File: config.mk
export PLATFORM = sky130hd
export DESIGN_NAME = fpu_misc_pipe_flat
export DESIGN_NICKNAME = d
export VERILOG_FILES = /design/src/rtl/fpu_misc_pipe_if.sv /design/src/rtl/fpu_misc_pipe.sv /design/src/flat_wrapper.sv
export SDC_FILE = /design/constraint.sdc
export NUM_CORES = 1
export LEC_CHECK = 0
export CORE_ASPECT_RATIO = 1.1
export CORE_MARGIN = 2
export CORE_UTILIZATION = 50
export DETAILED_ROUTE_END_ITERATION = 10
export PLACE_DENSITY = 0.82
export RECOVER_POWER = 50
export SETUP_SLACK_MARGIN = 0.02
export SLEW_MARGIN = 20
export SYNTH_ARGS = -nofsm -noshare
export SYNTH_HDL_FRONTEND = slang
export SYNTH_SLANG_ARGS = --single-unit
File: constraint.sdc
create_clock -name iclock -period 3 [get_ports iclock]
set_input_delay 0.6 -clock iclock [delete_from_list [all_inputs] [get_ports iclock]]
set_output_delay 0.6 -clock iclock [all_outputs]
set_load 0.1 [all_outputs]
File: src/rtl/fpu_misc_pipe_if.sv
// Handshake/data bundle for the FP misc pipeline (sign-inject, min/max, compare, classify).
interface fpu_misc_pipe_if #(
  parameter int EXP_W = 8,
  parameter int MAN_W = 23
);
  localparam int W = 1 + EXP_W + MAN_W;

  logic         ivalid;
  logic         oready;
  logic [3:0]   iop;
  logic [W-1:0] idataa;
  logic [W-1:0] idatab;
  logic         ovalid;
  logic         iready;
  logic [W-1:0] oresult;
  logic [4:0]   oflags;
  logic [4:0]   osticky;
  logic         iflags_clr;
  logic         obusy;

  modport master (
    output ivalid, iop, idataa, idatab, iready, iflags_clr,
    input  oready, ovalid, oresult, oflags, osticky, obusy
  );

  modport slave (
    input  ivalid, iop, idataa, idatab, iready, iflags_clr,
    output oready, ovalid, oresult, oflags, osticky, obusy
  );
endinterface

File: src/rtl/fpu_misc_pipe.sv
// Pipelined non-arithmetic FP unit: SGNJ/SGNJN/SGNJX, MIN/MAX, FEQ/FLT/FLE, FCLASS.
// Result is computed combinationally at the input and carried through LATENCY
// stages under a single global advance; sticky flags accumulate on output handshakes.
module fpu_misc_pipe #(
  parameter int EXP_W   = 8,
  parameter int MAN_W   = 23,
  parameter int LATENCY = 2
) (
  input  logic          iclock,
  input  logic          ireset,
  fpu_misc_pipe_if.slave bus
);
  localparam int W = 1 + EXP_W + MAN_W;
  localparam logic [W-1:0] CANON_NAN = {1'b0, {EXP_W{1'b1}}, 1'b1, {(MAN_W-1){1'b0}}};

  typedef enum logic [3:0] {
    OP_SGNJ   = 4'd0,
    OP_SGNJN  = 4'd1,
    OP_SGNJX  = 4'd2,
    OP_MIN    = 4'd3,
    OP_MAX    = 4'd4,
    OP_FEQ    = 4'd5,
    OP_FLT    = 4'd6,
    OP_FLE    = 4'd7,
    OP_FCLASS = 4'd8
  } op_e;

  logic               sa, sb;
  logic [EXP_W-1:0]   ea, eb;
  logic [MAN_W-1:0]   ma, mb;
  logic [W-2:0]       mag_a, mag_b;
  logic               a_nan, b_nan, a_snan, b_snan, a_qnan;
  logic               a_inf, a_zero, b_zero, a_sub, a_norm;
  logic               any_nan, any_snan, both_zero, lt_s, eq_v;
  logic [9:0]         cls;
  logic [W-1:0]       comp_res;
  logic [4:0]         comp_flg;

  logic               advance, accept, hs;
  logic [LATENCY-1:0] vld_q, vld_d;
  logic [W-1:0]       res_q [LATENCY];
  logic [W-1:0]       res_d [LATENCY];
  logic [4:0]         flg_q [LATENCY];
  logic [4:0]         flg_d [LATENCY];
  logic [4:0]         sticky_q, sticky_d;

  // Operand decode, classification and signed ordering
  always_comb begin
    {sa, ea, ma} = bus.idataa;
    {sb, eb, mb} = bus.idatab;
    mag_a     = bus.idataa[W-2:0];
    mag_b     = bus.idatab[W-2:0];
    a_nan     = (&ea) & (|ma);
    b_nan     = (&eb) & (|mb);
    a_snan    = a_nan & ~ma[MAN_W-1];
    b_snan    = b_nan & ~mb[MAN_W-1];
    a_qnan    = a_nan & ma[MAN_W-1];
    a_inf     = (&ea) & ~(|ma);
    a_zero    = (mag_a == '0);
    b_zero    = (mag_b == '0);
    a_sub     = ~(|ea) & (|ma);
    a_norm    = (|ea) & ~(&ea);
    any_nan   = a_nan | b_nan;
    any_snan  = a_snan | b_snan;
    both_zero = a_zero & b_zero;
    // Orders -0 below +0; FLT/FLE mask that case with both_zero.
    lt_s      = (sa != sb) ? sa : (sa ? (mag_a > mag_b) : (mag_a < mag_b));
    eq_v      = (bus.idataa == bus.idatab) | both_zero;
    cls = {a_qnan, a_snan,
           ~sa & a_inf, ~sa & a_norm, ~sa & a_sub, ~sa & a_zero,
           sa & a_zero, sa & a_sub, sa & a_norm, sa & a_inf};
  end

  // Per-op result and NV flag
  always_comb begin
    comp_res = '0;
    comp_flg = '0;
    case (bus.iop)
      OP_SGNJ:  comp_res = {sb, mag_a};
      OP_SGNJN: comp_res = {~sb, mag_a};
      OP_SGNJX: comp_res = {sa ^ sb, mag_a};
      OP_MIN, OP_MAX: begin
        comp_flg[4] = any_snan;
        if (a_nan && b_nan)  comp_res = CANON_NAN;
        else if (a_nan)      comp_res = bus.idatab;
        else if (b_nan)      comp_res = bus.idataa;
        else if (bus.iop == OP_MIN) comp_res = lt_s ? bus.idataa : bus.idatab;
        else                 comp_res = lt_s ? bus.idatab : bus.idataa;
      end
      OP_FEQ: begin
        comp_res[0] = ~any_nan & eq_v;
        comp_flg[4] = any_snan;
      end
      OP_FLT: begin
        comp_res[0] = ~any_nan & lt_s & ~both_zero;
        comp_flg[4] = any_nan;
      end
      OP_FLE: begin
        comp_res[0] = ~any_nan & (lt_s | eq_v);
        comp_flg[4] = any_nan;
      end
      OP_FCLASS: comp_res[9:0] = cls;
      default: ;
    endcase
  end

  // Global pipeline advance and stage shifting
  always_comb begin
    advance = ~vld_q[LATENCY-1] | bus.iready;
    accept  = bus.ivalid & advance;
    vld_d   = vld_q;
    res_d   = res_q;
    flg_d   = flg_q;
    if (advance) begin
      vld_d[0] = accept;
      res_d[0] = accept ? comp_res : '0;
      flg_d[0] = accept ? comp_flg : '0;
      for (int unsigned i = 1; i < LATENCY; i++) begin
        vld_d[i] = vld_q[i-1];
        res_d[i] = res_q[i-1];
        flg_d[i] = flg_q[i-1];
      end
    end
  end

  // Sticky flags: a clear coinciding with a handshake keeps that handshake's flags
  always_comb begin
    hs       = vld_q[LATENCY-1] & bus.iready;
    sticky_d = sticky_q;
    if (hs)             sticky_d = sticky_q | flg_q[LATENCY-1];
    if (bus.iflags_clr) sticky_d = hs ? flg_q[LATENCY-1] : '0;
  end

  // State registers
  always_ff @(posedge iclock or posedge ireset) begin
    if (ireset) begin
      vld_q    <= '0;
      res_q    <= '{default: '0};
      flg_q    <= '{default: '0};
      sticky_q <= '0;
    end else begin
      vld_q    <= vld_d;
      res_q    <= res_d;
      flg_q    <= flg_d;
      sticky_q <= sticky_d;
    end
  end

  assign bus.oready  = advance;
  assign bus.ovalid  = vld_q[LATENCY-1];
  assign bus.oresult = res_q[LATENCY-1];
  assign bus.oflags  = flg_q[LATENCY-1];
  assign bus.osticky = sticky_q;
  assign bus.obusy   = |vld_q;
endmodule

File: src/flat_wrapper.sv
// flat-port wrapper written by rule: the top's interface ports become plain ports
module fpu_misc_pipe_flat 
#(
  parameter int EXP_W   = 8,
  parameter int MAN_W   = 23,
  parameter int LATENCY = 2
)
  (iclock, ireset, bus_ivalid, bus_iop, bus_idataa, bus_idatab, bus_iready, bus_iflags_clr, bus_oready, bus_ovalid, bus_oresult, bus_oflags, bus_osticky, bus_obusy);
  fpu_misc_pipe_if #(.EXP_W(EXP_W), .MAN_W(MAN_W)) bus_i ();
  input  logic iclock;
  input  logic ireset;
  input wire logic [$bits(bus_i.ivalid)-1:0] bus_ivalid;
  input wire logic [$bits(bus_i.iop)-1:0] bus_iop;
  input wire logic [$bits(bus_i.idataa)-1:0] bus_idataa;
  input wire logic [$bits(bus_i.idatab)-1:0] bus_idatab;
  input wire logic [$bits(bus_i.iready)-1:0] bus_iready;
  input wire logic [$bits(bus_i.iflags_clr)-1:0] bus_iflags_clr;
  output wire logic [$bits(bus_i.oready)-1:0] bus_oready;
  output wire logic [$bits(bus_i.ovalid)-1:0] bus_ovalid;
  output wire logic [$bits(bus_i.oresult)-1:0] bus_oresult;
  output wire logic [$bits(bus_i.oflags)-1:0] bus_oflags;
  output wire logic [$bits(bus_i.osticky)-1:0] bus_osticky;
  output wire logic [$bits(bus_i.obusy)-1:0] bus_obusy;
  assign bus_i.ivalid = bus_ivalid;
  assign bus_i.iop = bus_iop;
  assign bus_i.idataa = bus_idataa;
  assign bus_i.idatab = bus_idatab;
  assign bus_i.iready = bus_iready;
  assign bus_i.iflags_clr = bus_iflags_clr;
  assign bus_oready = bus_i.oready;
  assign bus_ovalid = bus_i.ovalid;
  assign bus_oresult = bus_i.oresult;
  assign bus_oflags = bus_i.oflags;
  assign bus_osticky = bus_i.osticky;
  assign bus_obusy = bus_i.obusy;
  fpu_misc_pipe #(.EXP_W(EXP_W), .MAN_W(MAN_W), .LATENCY(LATENCY)) u_core (.iclock(iclock), .ireset(ireset), .bus(bus_i));
endmodule
# Word-level counts from Yosys, hierarchy flattened

Cells that the tools add are included.
W data, S select, Z words.

Bits in registers: 81
Logic and storage cells: 90
Output and inout bits: 45

Eq/ne operators: 10
Bitwise logic cells: 40
Reduce and logical (&&, ||, !) cells: 15
Magnitude comparators: 2
Mux-type cells: 17

Operator list:

| operator             | count |
|---|---|
| $mux W32             | 7 |
| $pmux W22 S4         | 1 |
| $logic_not A31 Y1    | 2 |
| $reduce_or A23 Y1    | 2 |
| $eq A32 B32 Y1       | 1 |
| $gt A31 B31 Y1       | 1 |
| $lt A31 B31 Y1       | 1 |
| $pmux W9 S3          | 1 |
| $and A1 B1 Y1        | 23 |
| $mux W5              | 4 |
| $eq A4 B3 Y1 const B | 4 |
| $reduce_and A8 Y1    | 2 |
| $not A1 Y1           | 10 |
| $eq A4 B2 Y1 const B | 2 |
| $reduce_or A8 Y1     | 1 |
| $pmux W1 S6          | 1 |
| $reduce_or A2 Y1     | 3 |
| $reduce_or A3 Y1     | 2 |
| $or A1 B1 Y1         | 5 |
| $or A5 B5 Y5         | 1 |
| $eq A4 B1 Y1 const B | 1 |
| $eq A4 B4 Y1 const B | 1 |
| $logic_not A4 Y1     | 1 |
| $mux W1              | 2 |
| 5 further kinds      | 5 |

# Depth between registers and ports, before layout

Word-level depth: 10
Depth in mapped cells: 12

# Worst setup path before layout

No wires, ideal clock.

Kind: input to register
From: input port bus_idatab[8]
To: register u_core.res_q[55] in the netlist's numbering
Arrival: 3.240 ns
Library setup time: 0.126 ns
Required time: 2.874 ns
Stages on the path: 12
Setup slack: -0.366 ns
Cells stage by stage: inv_1 > ha_1 > a21oi_1 > o21ai_1 > a221oi_2 > o21ai_1 > a2111oi_2 > mux2_4 > mux2i_1 > a32o_2 > buf_6 > a221o_1

Cells in the longest elaborated chain, start to end: 10
Elaborated cells between the ends (all ways): 15

RTL lines:

| element                                                 | line                                     | RTL |
|---|---|---|
| start: declaration                                      | flat_wrapper.sv:15                       | `input wire logic [$bits(bus_i.idatab)-1:0] bus_idatab;` |
| $lt A31 B31 Y1 / $gt A31 B31 Y1 (equally long branches) | fpu_misc_pipe.sv:67                      | `lt_s = (sa != sb) ? sa : (sa ? (mag_a > mag_b) : (mag_a < mag_b));` |
| $mux W1 (2 in a row)                                    | fpu_misc_pipe.sv:67                      |  |
| $mux W32 (on tied branches)                             | fpu_misc_pipe.sv:88, fpu_misc_pipe.sv:87 |  |
| $mux W32                                                | fpu_misc_pipe.sv:87                      | `else if (bus.iop == OP_MIN) comp_res = lt_s ? bus.idataa : bus.idatab;` |
| $mux W32                                                | fpu_misc_pipe.sv:86                      | `else if (b_nan) comp_res = bus.idataa;` |
| $mux W32                                                | fpu_misc_pipe.sv:85                      | `else if (a_nan) comp_res = bus.idatab;` |
| $mux W32 (*)                                            | fpu_misc_pipe.sv:84                      | `if (a_nan && b_nan) comp_res = CANON_NAN;` |
| $pmux W22 S4 (*)                                        | fpu_misc_pipe.sv:78                      | `case (bus.iop)` |
| $mux W32 (*)                                            | fpu_misc_pipe.sv:116                     | `res_d[0] = accept ? comp_res : '0;` |
| end signal: assignment                                  | fpu_misc_pipe.sv:143                     | `res_q <= res_d;` |
| end: declaration                                        | fpu_misc_pipe.sv:41                      | `logic [W-1:0] res_q [LATENCY];` |

Mark *: on every way between the ends. The rest lies on a longest branch, timed or not.
A chain may end at the register's enable or synchronous reset.

# Final worst setup path

From: input port bus_idatab[20]
To: register u_core.res_q[43] in the netlist's numbering

Same word-level chain as after synthesis.

==> run summary <==
Outcome - finished, violations left
Failing checks - negative setup slack
CP peak stage delay - 0.39 ns
Num rows - 36
Critical Path Sink - u_core.res_q[43]
Most used DFF post-synth - dfrtp_1
GPL Wtd Cong - 0.971
CTS H-tree lvls - 3
CTS clk-pin slew, worst paths - 0.07 ns
DRC violations left - 0
Post-synthesis register bit count - 69
Final wirelength - 16800 um
Bufs and invs on worst path - 5
Hpwl dp - 11400 um
Dpl ws - -1.06 ns
First-pass GRT wire length - 24900 um
Final period utilization - 1.06
Die area - 0.00995 mm^2
Layout cells sized above 1 - 0.391
Worst Slack Setup Final - -0.170 ns
Reg2reg path depth - 9
Die Y - 104 um
Area Growth Syn to Fin - 51.1%
Via count - 5027
Cell Chain, Critical Path - clkdlybuf4s15_1 > inv_1 > ha_1 > nand4_1 > nor4_2 > buf_4 > a2111oi_4 > buf_4 > mux2i_4 > xnor2_2 > a21boi_4 > buf_6 > a221o_1
Mapped Area - 0.00458 mm^2
CP max-delay cell - a221o_1
Worst Tran Pin Value - 1.17 ns
R2R Path Start - u_core.vld_q[1]
Worst Path Max Fanout - 5
Detailed-route wire length per cell - 19.9 um
CP dominant cell by count - buf_4
Post-synth EDFFs - 0
P_leak - 3.41 nW
Core area - 0.00887 mm^2
Detail Route Antenna Nets - 0
Yosys warnings - 0
CTS Buf Count - 9
Synth cell types - 49
Max VDD drop - 0.235 mV
Max clock buf depth - 2
Reg2reg end - u_core.res_q[43]
Starting density of the core - 0.516
Final slew viol count - 0
Total chip power - 2.89 mW
Worst relative slew slack - 0.221
Sequential share of the synthesized area - 0.377
Layout Skew - 0.00850 ns
Setup violators final - 29
CP Depth - 13
Vias in the first global route - 4933
Hold Violations, Final - 0
Total GRT Usage - 0.326
Endpoint type of the worst setup path - register
Syn Area/Cell - 8.49 um^2
Final worst path period need - 3.17 ns
Io pins - 118
Die width - 95.3 um
Synthesized netlist cell count - 540
Tightest Hold Check Type - reg2reg
# nets final - 833
Vias per Instance - 5.94
Asr flop ratio synth - 1.00
Largest net degree at the start of global routing - 68
Fmax achieved - 315 MHz
Top Family by Delay on Critical Path - compound AO/OA/AOI/OAI gates
Crit path from - bus_idatab[20]
# Max-Cap Violations - 0
Worst EP arrival - 3.38 ns
Diode count - 0
Root buf cell - clkbuf_8
Cell Pwr Density - 418 mW/mm^2
Required time of the critical path - 3.21 ns
TritonRoute pass-1 iters - 6
Antenna violations before repair - 0
Starting DRC count in detailed routing - 435
Grt ovf - 0
IO Port Bufs - 109
Clk_lat worst skew - 0.36 ns
Critical Path Start Type - input pin
TritonCTS clock tree - yes
Worst reg2reg setup slack - 0.78 ns
CTS sink count - 69
RSZ-0062 raised after global routing - yes
Critical path class - in2reg
==> synthesized netlist by cell type, types with 3 or more instances <==
cell | n | area [um^2]
dfrtp_1 | 69 | 1730
buf_1 | 4 | 15.0
a32oi_1 | 3 | 26.3
ha_1 | 33 | 413
a22oi_1 | 7 | 52.6
nand2_1 | 128 | 480
o21ai_1 | 4 | 20.0
o21ai_0 | 17 | 85.1
mux2i_1 | 4 | 40.0
nor2_1 | 22 | 82.6
nor4_1 | 15 | 93.8
nand4_1 | 14 | 87.6
a211oi_1 | 7 | 52.6
nor3_1 | 8 | 40.0
a21oi_1 | 17 | 85.1
buf_4 | 41 | 308
a221o_1 | 30 | 300
inv_1 | 35 | 131
clkbuf_1 | 15 | 56.3
and2_1 | 23 | 144
nand3_1 | 8 | 40.0
==> cells in the final DEF, fill, tap and decap left out, drive strengths merged, types with 14 or more instances in the layout <==
cell and instances:
buf 170, nand2 128, dfrtp 69, inv 36, ha 33, a221o 30, dlygate4sd2 29, clkbuf 25
and2 23, nor2 22, o21ai 21, a21oi 17, nor4 15, nand4 14
==> through the flow <==
step	util	cells	hold slack [ns]	instance area, um^2	setup TNS, ns
finish	0.780	846	0.468	6920	-2.18
global route	0.780	846	0.492	6920	-4.26
CTS	0.773	842	0.475	6860	-0.00705
detailed placement	0.714	818	0.459	6340	-30.67
global placement	0.714	818	0.449	6340	-29.86
floorplan	-	547	0.437	4750	-5.57
==> power by group <==
group | switching [mW] | internal [mW]
logic | 0.696 | 0.370
registers | 0.0356 | 0.990
clock network | 0.373 | 0.429
total | 1.10 | 1.79
==> how the worst min path moves through the flow <==
stage	startpoint	slack (ns)	endpoint	cells past startpoint
after floorplan	u_core.res_q[42]	0.44	u_core.bus.oresult[10]	2
after detailed placement	u_core.bus.oresult[0]	0.46	u_core.bus.oresult[0]	2
after global placement	u_core.res_q[47]	0.45	u_core.bus.oresult[15]	2
after global routing	u_core.res_q[55]	0.49	u_core.bus.oresult[23]	2
after CTS	u_core.res_q[55]	0.48	u_core.bus.oresult[23]	2
final	u_core.bus.oresult[0]	0.47	u_core.bus.oresult[0]	2
==> kinds of logic (layout without fill, tap and decap cells) <==
logic type	count (synthesis)	in the layout	share of synthesized area
compound gates	104	107	0.173
xor+xnor	1	1	0.00191
fa+ha+maj	33	33	0.0901
buf+inv	98	280	0.116
flops	69	69	0.377
mux	5	5	0.0120
other cells	1	8	0.000818
simple gates	229	229	0.229
==> sequential cells by signal, summed over array words and instances, names as in the netlist <==
| name | cells |
|---|---|
| u_core.bus.oflags | 1 |
| u_core.bus.oresult | 32 |
| u_core.bus.osticky | 1 |
| u_core.flg_q | 1 |
| u_core.res_q | 32 |
| u_core.vld_q | 2 |
==> layout make-up <==
type	count	area, um^2
clock buffers	11	151
clock inverters	5	58.8
fillers	598	1950
inverters	36	148
multi-input cells	383	2900
flip-flops and latches	69	1730
well taps	114	143
repair buffers	228	1800
==> timing repair <==
item,4_1_cts,5_1_grt
setup buffers,5,2
resized for setup,193,51
pin swaps,45,49
hold buffers,0,0
setup endpoints to repair,31,30
gates cloned,3,2
==> metal layers <==
metal	part of all wire	global-route usage
met5	0	0
met3	0.091	0.0536
met4	0.037	0.105
met1	0.38	0.417
met2	0.49	0.552
==> tightest hold or removal path, cell delays in order (launching register included) <==
cell	delay, ns
dfrtp_1	0.34
nand2_1	0.05
nand2_1	0.05
No activity file was read; power rests on OpenSTA's default activity.
